==> src/rtl/muldiv_sequencer_if.sv <==
`default_nettype none
// ============================================================================
// Module      : muldiv_sequencer_if
// Description : Request/response bundle between the execute stage and the
//               RV32M multiply/divide sequencer.
// Revision    : 1.0 - initial release
// ============================================================================
interface muldiv_sequencer_if #(
    parameter int XLEN = 32
);
    logic            start;
    logic            flush;
    logic [2:0]      Funct3;
    logic [XLEN-1:0] SrcA;
    logic [XLEN-1:0] SrcB;
    logic            busy;
    logic            done;
    logic [XLEN-1:0] Result;

    modport master (
        output start, flush, Funct3, SrcA, SrcB,
        input  busy, done, Result
    );

    modport slave (
        input  start, flush, Funct3, SrcA, SrcB,
        output busy, done, Result
    );
endinterface
`default_nettype wire

==> src/rtl/muldiv_sequencer.sv <==
`default_nettype none
// ============================================================================
// Module      : muldiv_sequencer
// Description : Iterative RV32M sequencer: shift-add multiply and restoring
//               divide sharing one XLEN-bit adder. Optional macro
//               MULDIV_EARLY_OUT_EN skips the iteration for trivial cases.
// Revision    : 1.0 - initial release
// ============================================================================
module muldiv_sequencer #(
    parameter int XLEN = 32
) (
    input wire                clk,
    input wire                reset_n,
    muldiv_sequencer_if.slave bus
);

    localparam int c_CW = $clog2(XLEN);
    localparam logic [c_CW-1:0] c_LAST = c_CW'(XLEN - 1);

    localparam logic [2:0] c_IDLE = 3'd0;
    localparam logic [2:0] c_PREP = 3'd1;
    localparam logic [2:0] c_CALC = 3'd2;
    localparam logic [2:0] c_FIX  = 3'd3;
    localparam logic [2:0] c_DONE = 3'd4;

    logic [2:0]        r_state;
    logic [2:0]        r_op;
    logic [XLEN-1:0]   r_a;
    logic [XLEN-1:0]   r_b;
    logic [XLEN-1:0]   r_opb;
    logic [XLEN-1:0]   r_mplr;
    logic [2*XLEN-1:0] r_acc;
    logic [c_CW-1:0]   r_cnt;
    logic              r_qneg;
    logic              r_rneg;
    logic              r_dz;
    logic [XLEN-1:0]   r_result;

    logic              w_is_div;
    logic              w_a_signed;
    logic              w_b_signed;
    logic              w_sa;
    logic              w_sb;
    logic [XLEN-1:0]   w_mag_a;
    logic [XLEN-1:0]   w_mag_b;
    logic              w_b_zero;
    logic              w_early;
    logic [2*XLEN-1:0] w_init_acc;
    logic [XLEN:0]     w_rem_sh;
    logic [XLEN-1:0]   w_add_x;
    logic [XLEN-1:0]   w_add_y;
    logic              w_add_ci;
    logic [XLEN:0]     w_sum;
    logic              w_no_borrow;
    logic [2*XLEN-1:0] w_div_next;
    logic [2*XLEN-1:0] w_mul_next;
    logic [2*XLEN-1:0] w_acc_neg;
    logic [2*XLEN-1:0] w_prod;
    logic [XLEN-1:0]   w_quot;
    logic [XLEN-1:0]   w_rem;
    logic [XLEN-1:0]   w_fix_result;

    // Funct3[2] selects divide; Funct3[0] marks the unsigned divide variants.
    assign w_is_div   = r_op[2];
    assign w_a_signed = w_is_div ? ~r_op[0] : (r_op[1:0] == 2'b01) || (r_op[1:0] == 2'b10);
    assign w_b_signed = w_is_div ? ~r_op[0] : (r_op[1:0] == 2'b01);
    assign w_sa       = w_a_signed & r_a[XLEN-1];
    assign w_sb       = w_b_signed & r_b[XLEN-1];
    assign w_mag_a    = w_sa ? -r_a : r_a;
    assign w_mag_b    = w_sb ? -r_b : r_b;
    assign w_b_zero   = (r_b == '0);

`ifdef MULDIV_EARLY_OUT_EN
    logic w_a_zero;
    logic w_ovf;

    assign w_a_zero = (r_a == '0);
    assign w_ovf    = w_is_div && !r_op[0]
                   && (r_a == {1'b1, {(XLEN-1){1'b0}}})
                   && (r_b == {XLEN{1'b1}});
    assign w_early  = (w_is_div & w_b_zero) | w_ovf | (~w_is_div & (w_a_zero | w_b_zero));
`else
    assign w_early  = 1'b0;
`endif

    // Early divide-by-zero preloads the final {remainder, quotient} pair;
    // overflow and zero multiplies already finish correctly from the normal seed.
    always_comb begin
        w_init_acc = '0;
        if (w_is_div) begin
            if (w_early && w_b_zero) begin
                w_init_acc = {w_mag_a, {XLEN{1'b1}}};
            end else begin
                w_init_acc = {{XLEN{1'b0}}, w_mag_a};
            end
        end
    end

    // Shared adder: add multiplicand to upper half, or subtract the divisor
    // (invert + carry-in) from the shifted partial remainder.
    assign w_rem_sh    = r_acc[2*XLEN-1:XLEN-1];
    assign w_add_x     = w_is_div ? w_rem_sh[XLEN-1:0] : r_acc[2*XLEN-1:XLEN];
    assign w_add_y     = w_is_div ? ~r_opb : (r_mplr[0] ? r_opb : '0);
    assign w_add_ci    = w_is_div;
    assign w_sum       = {1'b0, w_add_x} + {1'b0, w_add_y} + {{XLEN{1'b0}}, w_add_ci};
    assign w_no_borrow = w_sum[XLEN] | w_rem_sh[XLEN];

    assign w_div_next = {(w_no_borrow ? w_sum[XLEN-1:0] : w_rem_sh[XLEN-1:0]),
                         r_acc[XLEN-2:0], w_no_borrow};
    assign w_mul_next = {w_sum, r_acc[XLEN-1:1]};

    // Sign correction; a signed divide by zero keeps the all-ones quotient.
    assign w_acc_neg = -r_acc;
    assign w_prod    = r_qneg ? w_acc_neg : r_acc;
    assign w_quot    = (r_qneg && !r_dz) ? w_acc_neg[XLEN-1:0] : r_acc[XLEN-1:0];
    assign w_rem     = r_rneg ? -r_acc[2*XLEN-1:XLEN] : r_acc[2*XLEN-1:XLEN];

    always_comb begin
        w_fix_result = w_rem;
        case (r_op)
            3'b000:                 w_fix_result = r_acc[XLEN-1:0];
            3'b001, 3'b010, 3'b011: w_fix_result = w_prod[2*XLEN-1:XLEN];
            3'b100, 3'b101:         w_fix_result = w_quot;
            default:                w_fix_result = w_rem;
        endcase
    end

    always_ff @(posedge clk or negedge reset_n) begin
        if (!reset_n) begin
            r_state  <= c_IDLE;
            r_op     <= '0;
            r_a      <= '0;
            r_b      <= '0;
            r_opb    <= '0;
            r_mplr   <= '0;
            r_acc    <= '0;
            r_cnt    <= '0;
            r_qneg   <= 1'b0;
            r_rneg   <= 1'b0;
            r_dz     <= 1'b0;
            r_result <= '0;
        end else if (bus.flush && (r_state != c_IDLE)) begin
            r_state <= c_IDLE;
        end else begin
            case (r_state)
                c_IDLE: begin
                    if (bus.start && !bus.flush) begin
                        r_op    <= bus.Funct3;
                        r_a     <= bus.SrcA;
                        r_b     <= bus.SrcB;
                        r_state <= c_PREP;
                    end
                end
                c_PREP: begin
                    r_opb   <= w_mag_b;
                    r_mplr  <= w_mag_a;
                    r_acc   <= w_init_acc;
                    r_cnt   <= '0;
                    r_qneg  <= w_sa ^ w_sb;
                    r_rneg  <= w_sa;
                    r_dz    <= w_is_div & w_b_zero;
                    r_state <= w_early ? c_FIX : c_CALC;
                end
                c_CALC: begin
                    r_acc  <= w_is_div ? w_div_next : w_mul_next;
                    r_mplr <= r_mplr >> 1;
                    r_cnt  <= r_cnt + c_CW'(1);
                    if (r_cnt == c_LAST) begin
                        r_state <= c_FIX;
                    end
                end
                c_FIX: begin
                    r_result <= w_fix_result;
                    r_state  <= c_DONE;
                end
                c_DONE: begin
                    r_state <= c_IDLE;
                end
                default: begin
                    r_state <= c_IDLE;
                end
            endcase
        end
    end

    assign bus.busy   = (r_state != c_IDLE);
    assign bus.done   = (r_state == c_DONE);
    assign bus.Result = r_result;

endmodule
`default_nettype wire

==> src/flat_wrapper.sv <==
// flat-port wrapper written by rule: the top's interface ports become plain ports
module muldiv_sequencer_flat 
#(
    parameter int XLEN = 32
)
  (clk, reset_n, bus_start, bus_flush, bus_Funct3, bus_SrcA, bus_SrcB, bus_busy, bus_done, bus_Result);
  muldiv_sequencer_if #(.XLEN(XLEN)) bus_i ();
  input wire clk;
  input wire reset_n;
  input wire logic [$bits(bus_i.start)-1:0] bus_start;
  input wire logic [$bits(bus_i.flush)-1:0] bus_flush;
  input wire logic [$bits(bus_i.Funct3)-1:0] bus_Funct3;
  input wire logic [$bits(bus_i.SrcA)-1:0] bus_SrcA;
  input wire logic [$bits(bus_i.SrcB)-1:0] bus_SrcB;
  output wire logic [$bits(bus_i.busy)-1:0] bus_busy;
  output wire logic [$bits(bus_i.done)-1:0] bus_done;
  output wire logic [$bits(bus_i.Result)-1:0] bus_Result;
  assign bus_i.start = bus_start;
  assign bus_i.flush = bus_flush;
  assign bus_i.Funct3 = bus_Funct3;
  assign bus_i.SrcA = bus_SrcA;
  assign bus_i.SrcB = bus_SrcB;
  assign bus_busy = bus_i.busy;
  assign bus_done = bus_i.done;
  assign bus_Result = bus_i.Result;
  muldiv_sequencer #(.XLEN(XLEN)) u_core (.clk(clk), .reset_n(reset_n), .bus(bus_i));
endmodule
==> config.mk <==
export PLATFORM = sky130hd
export DESIGN_NAME = muldiv_sequencer_flat
export DESIGN_NICKNAME = d
export VERILOG_FILES = /design/src/rtl/muldiv_sequencer_if.sv /design/src/rtl/muldiv_sequencer.sv /design/src/flat_wrapper.sv
export SDC_FILE = /design/constraint.sdc
export NUM_CORES = 1
export LEC_CHECK = 0
export BUFFER_PORTS_ARGS = -buffer_cell sky130_fd_sc_hd__buf_2
export CAP_MARGIN = 20
export CORE_ASPECT_RATIO = 1.5
export CORE_UTILIZATION = 62
export DETAILED_ROUTE_END_ITERATION = 6
export PLACE_DENSITY = 0.81
export SLEW_MARGIN = 20
export SYNTH_ARGS = -nofsm -noshare
export SYNTH_HDL_FRONTEND = slang
export SYNTH_SLANG_ARGS = --single-unit
==> constraint.sdc <==
create_clock -name clk -period 5.6 [get_ports clk]
set_input_delay 0.56 -clock clk [delete_from_list [all_inputs] [get_ports clk]]
set_output_delay 0.56 -clock clk [all_outputs]
set_load 0.02 [all_outputs]
==> flow_metrics.py <==
metrics = {
    "clock_network": {
        "clk_latency_ps": 560,
        "cts.clk_slew.worst_paths_ps": 70,
        "numCtsBuffers": 24,
        "cts_sinks": 238,
        "tritoncts": "yes",
        "ctsResizeCount": 0,
        "cts_buffer_depth": 3,
        "htreeDepth": 1,
        "clock-root-buffer": "clkbuf_16",
    },
    "pwr": {
        "ir_drop_mv": 0.3286,
        "p_total_mw": 10.60,
        "cellLeakagePower_nw": 7.717,
        "pwr_density_cell_nw_per_um2": 586.5,
    },
    "synthesis": {
        "synthTopCellsByCount": "238 x dfrtp_1, 234 x nand2_1, 210 x o21ai_0",
        "async_reset_ff_frac": 1.000,
        "synth_ff_type": "dfrtp_1",
        "syn-num-nets": 2065,
        "ys_top_cells_by_area": "dfrtp_1 36%, mux2_2 6.8%, o21ai_0 6.3%",
        "yosysWarnings": 0,
        "synth_cell_types": 80,
        "synth-edff-count": 0,
        "yosysMostFrequentCell": "dfrtp_1",
        "yosysTopAreaCellShare": 0.3567,
        "synth_area_sq_um": 16700,
        "synth.largest_area_cell": "dfrtp_1",
        "syn_area_per_cell_sq_um": 8.563,
        "synth.yosys.seq_area_share": 0.3567,
        "ys_seq_elements": 238,
        "netlist_instances": 1950,
    },
    "routing": {
        "routed_wl_mm": 48.28,
        "vias": 15250,
        "drc_errors": 8,
        "via_per_inst": 6.646,
        "firstDrtPassIters": 7,
        "wl_per_cell_um": 21.04,
        "drt_first_iter_violations": 1382,
        "ant_nets": 0,
    },
    "grt": {
        "grt_overflow": 0,
        "antenna_found_initial": 1,
        "grt_pass1_vias": 14530,
        "grt_max_degree": 138,
        "grt_pass1_wl_mm": 76.49,
        "grtUsageTotal": 0.3538,
    },
    "final_layout": {
        "syn_to_final_growth_pct": 8.227,
        "fillCellCount": 2116,
        "regArea_sq_um": 5959,
        "multi_input_area_sq_um": 10070,
        "drive_gt1_frac": 0.1574,
        "finalNetCount": 2056,
    },
    "timing": {
        "min_period_ps": 4843,
        "final-setup-viol-count": 0,
        "whs_ps": 224.7,
        "clock_skew_ps": 23.83,
        "period_share": 0.8648,
        "finalHoldViolations": 0,
        "final_max_slew_viol_count": 0,
        "max_freq_mhz": 206.5,
        "rsz0062_at_grt": "no",
        "worstMarginPinSlew_ps": 1232,
        "max_slew_margin": 0.1788,
        "setup_tns_ps": 0,
    },
    "worst_setup_path": {
        "cp.arrival_ps": 5250,
        "endpoint_kind": "flop",
        "cp_max_fo": 134,
        "timing.rr.start": "u_core.r_op[2]$_DFFE_PN0P_",
        "startpoint": "u_core.r_op[2]$_DFFE_PN0P_",
        "cp-start-kind": "flop",
        "cp_data_required_time_ps": 6010,
        "worstSetupPathType": "reg -> reg",
    },
    "placement": {
        "routabilityCongestion": 0.9883,
        "post-dp-hpwl_mm": 34.68,
        "port_buffers": 104,
    },
    "outcome": {
        "status": "complete, but fails checks",
        "failed_checks": "DRC",
    },
    "min_path": {
        "hold_path.startpoint": "bus_SrcA[18]",
        "hold_class": "in -> reg",
    },
    "floorplanning": {
        "fp-row-count": 73,
        "die_y_um": 203.0,
        "coreArea_sq_um": 26490,
        "ioPinCount": 105,
        "die_area_sq_um": 27610,
        "initial_core_util": 0.6304,
        "chipWidth_um": 136.0,
    },
    "flow_run": {
        "drv_cap": 0,
    },
}
[stage by stage]
step	setup slack (ps)	cell area, sq um	util	instances
global route	422.0	18070	0.6823	2295
finish	757.2	18070	0.6823	2295
global placement	1030	17230	0.6504	2250
CTS	875.3	18020	0.6805	2292
floorplan	895.8	16700	-	1950
detailed placement	892.6	17230	0.6504	2250
[flip-flops by register name, summed over array words and instances, names as in the netlist, 3 cells and up]
register           flops
u_core.bus.Result     32
u_core.r_a            32
u_core.r_op            3
u_core.r_mplr         32
u_core.r_acc          64
u_core.r_cnt           5
u_core.r_opb          32
u_core.r_state         3
u_core.r_b            32
[worst max-delay path: stages, from the launching register on]
cell and delay (ps):
dfrtp_4 470, buf_12 470, o21ai_0 260, fa_1 480
fa_1 440, a211oi_1 400, o21ai_0 220, a21oi_1 360
o22ai_2 190, nor3_4 130, buf_4 430, clkinv_1 400
mux2i_1 260, o221ai_1 140
[path summary, 6_finish.rpt]
check / endpoint / slack (ps) / cells after the start
min in group asynchronous: u_core.r_acc[18]$_DFFE_PN0P_ / 500 / 2
hold reg to reg: u_core.bus.Result[6]$_DFFE_PN0P_ / 470 / 2
max in group asynchronous: u_core.r_a[9]$_DFFE_PN0P_ / 4000 / 3
setup reg to reg: u_core.r_acc[60]$_DFFE_PN0P_ / 760 / 13
setup / recovery: u_core.r_acc[60]$_DFFE_PN0P_ / 760 / 13
hold / removal: u_core.r_a[18]$_DFFE_PN0P_ / 220 / 2
[layout by cell type, fill, tap and decap left out, types with 39 or more instances in the layout]
cell / count
a21oi_1: 124
buf_2: 103
dfrtp_1: 237
ha_1: 42
mux2_2: 101
mux2i_1: 39
nand2_1: 233
nand3_1: 43
nor2_1: 137
o21ai_0: 210
xnor2_1: 81
xor2_1: 60
[per-layer routing]
metal  wire length [um]  up-vias  share of wire  global-route usage
li1                   -     7095              -                   -
met2              22230      707           0.46              0.5583
met4               3054        0          0.063              0.2123
met1              19410     7306           0.40              0.4576
met5                  0        -              0                   0
met3               3580      144          0.074             0.05169
[cells by family (layout without fill, tap and decap cells)]
family	Yosys count	count (layout)	synth area share
AOI/OAI and AO/OA	607	607	0.2336
xor gates and xnor gates	141	141	0.07395
adders and majority gates	44	44	0.03387
buffers and inverters	188	195	0.04353
DFF	238	238	0.3567
muxes	140	140	0.09149
other	0	1	0
and+or+nand+nor	592	592	0.1669
[final cells by class]
type	instances	share of cell area
Clock inverter	6	0.005054
Multi-Input combinational cell	1524	0.5571
Timing Repair Buffer	124	0.03960
Tap cell	337	0.02333
Clock buffer	36	0.03905
Sequential cell	238	0.3298
Antenna cell	1	0.0001385
Inverter	29	0.006023
[power by group]
part | total (mW) | switching (mW) | internal (mW)
logic | 5.58 | 3.36 | 2.23
clock network | 1.66 | 0.700 | 0.960
registers | 3.36 | 0.991 | 2.37
total | 10.6 | 5.05 | 5.55
[what timing repair did]
item                                   CTS  global route
endpoints found under the hold margin    0            48
hold buffers                             0             1
buffers inserted                         0             0
No activity file was read; power rests on OpenSTA's default activity.
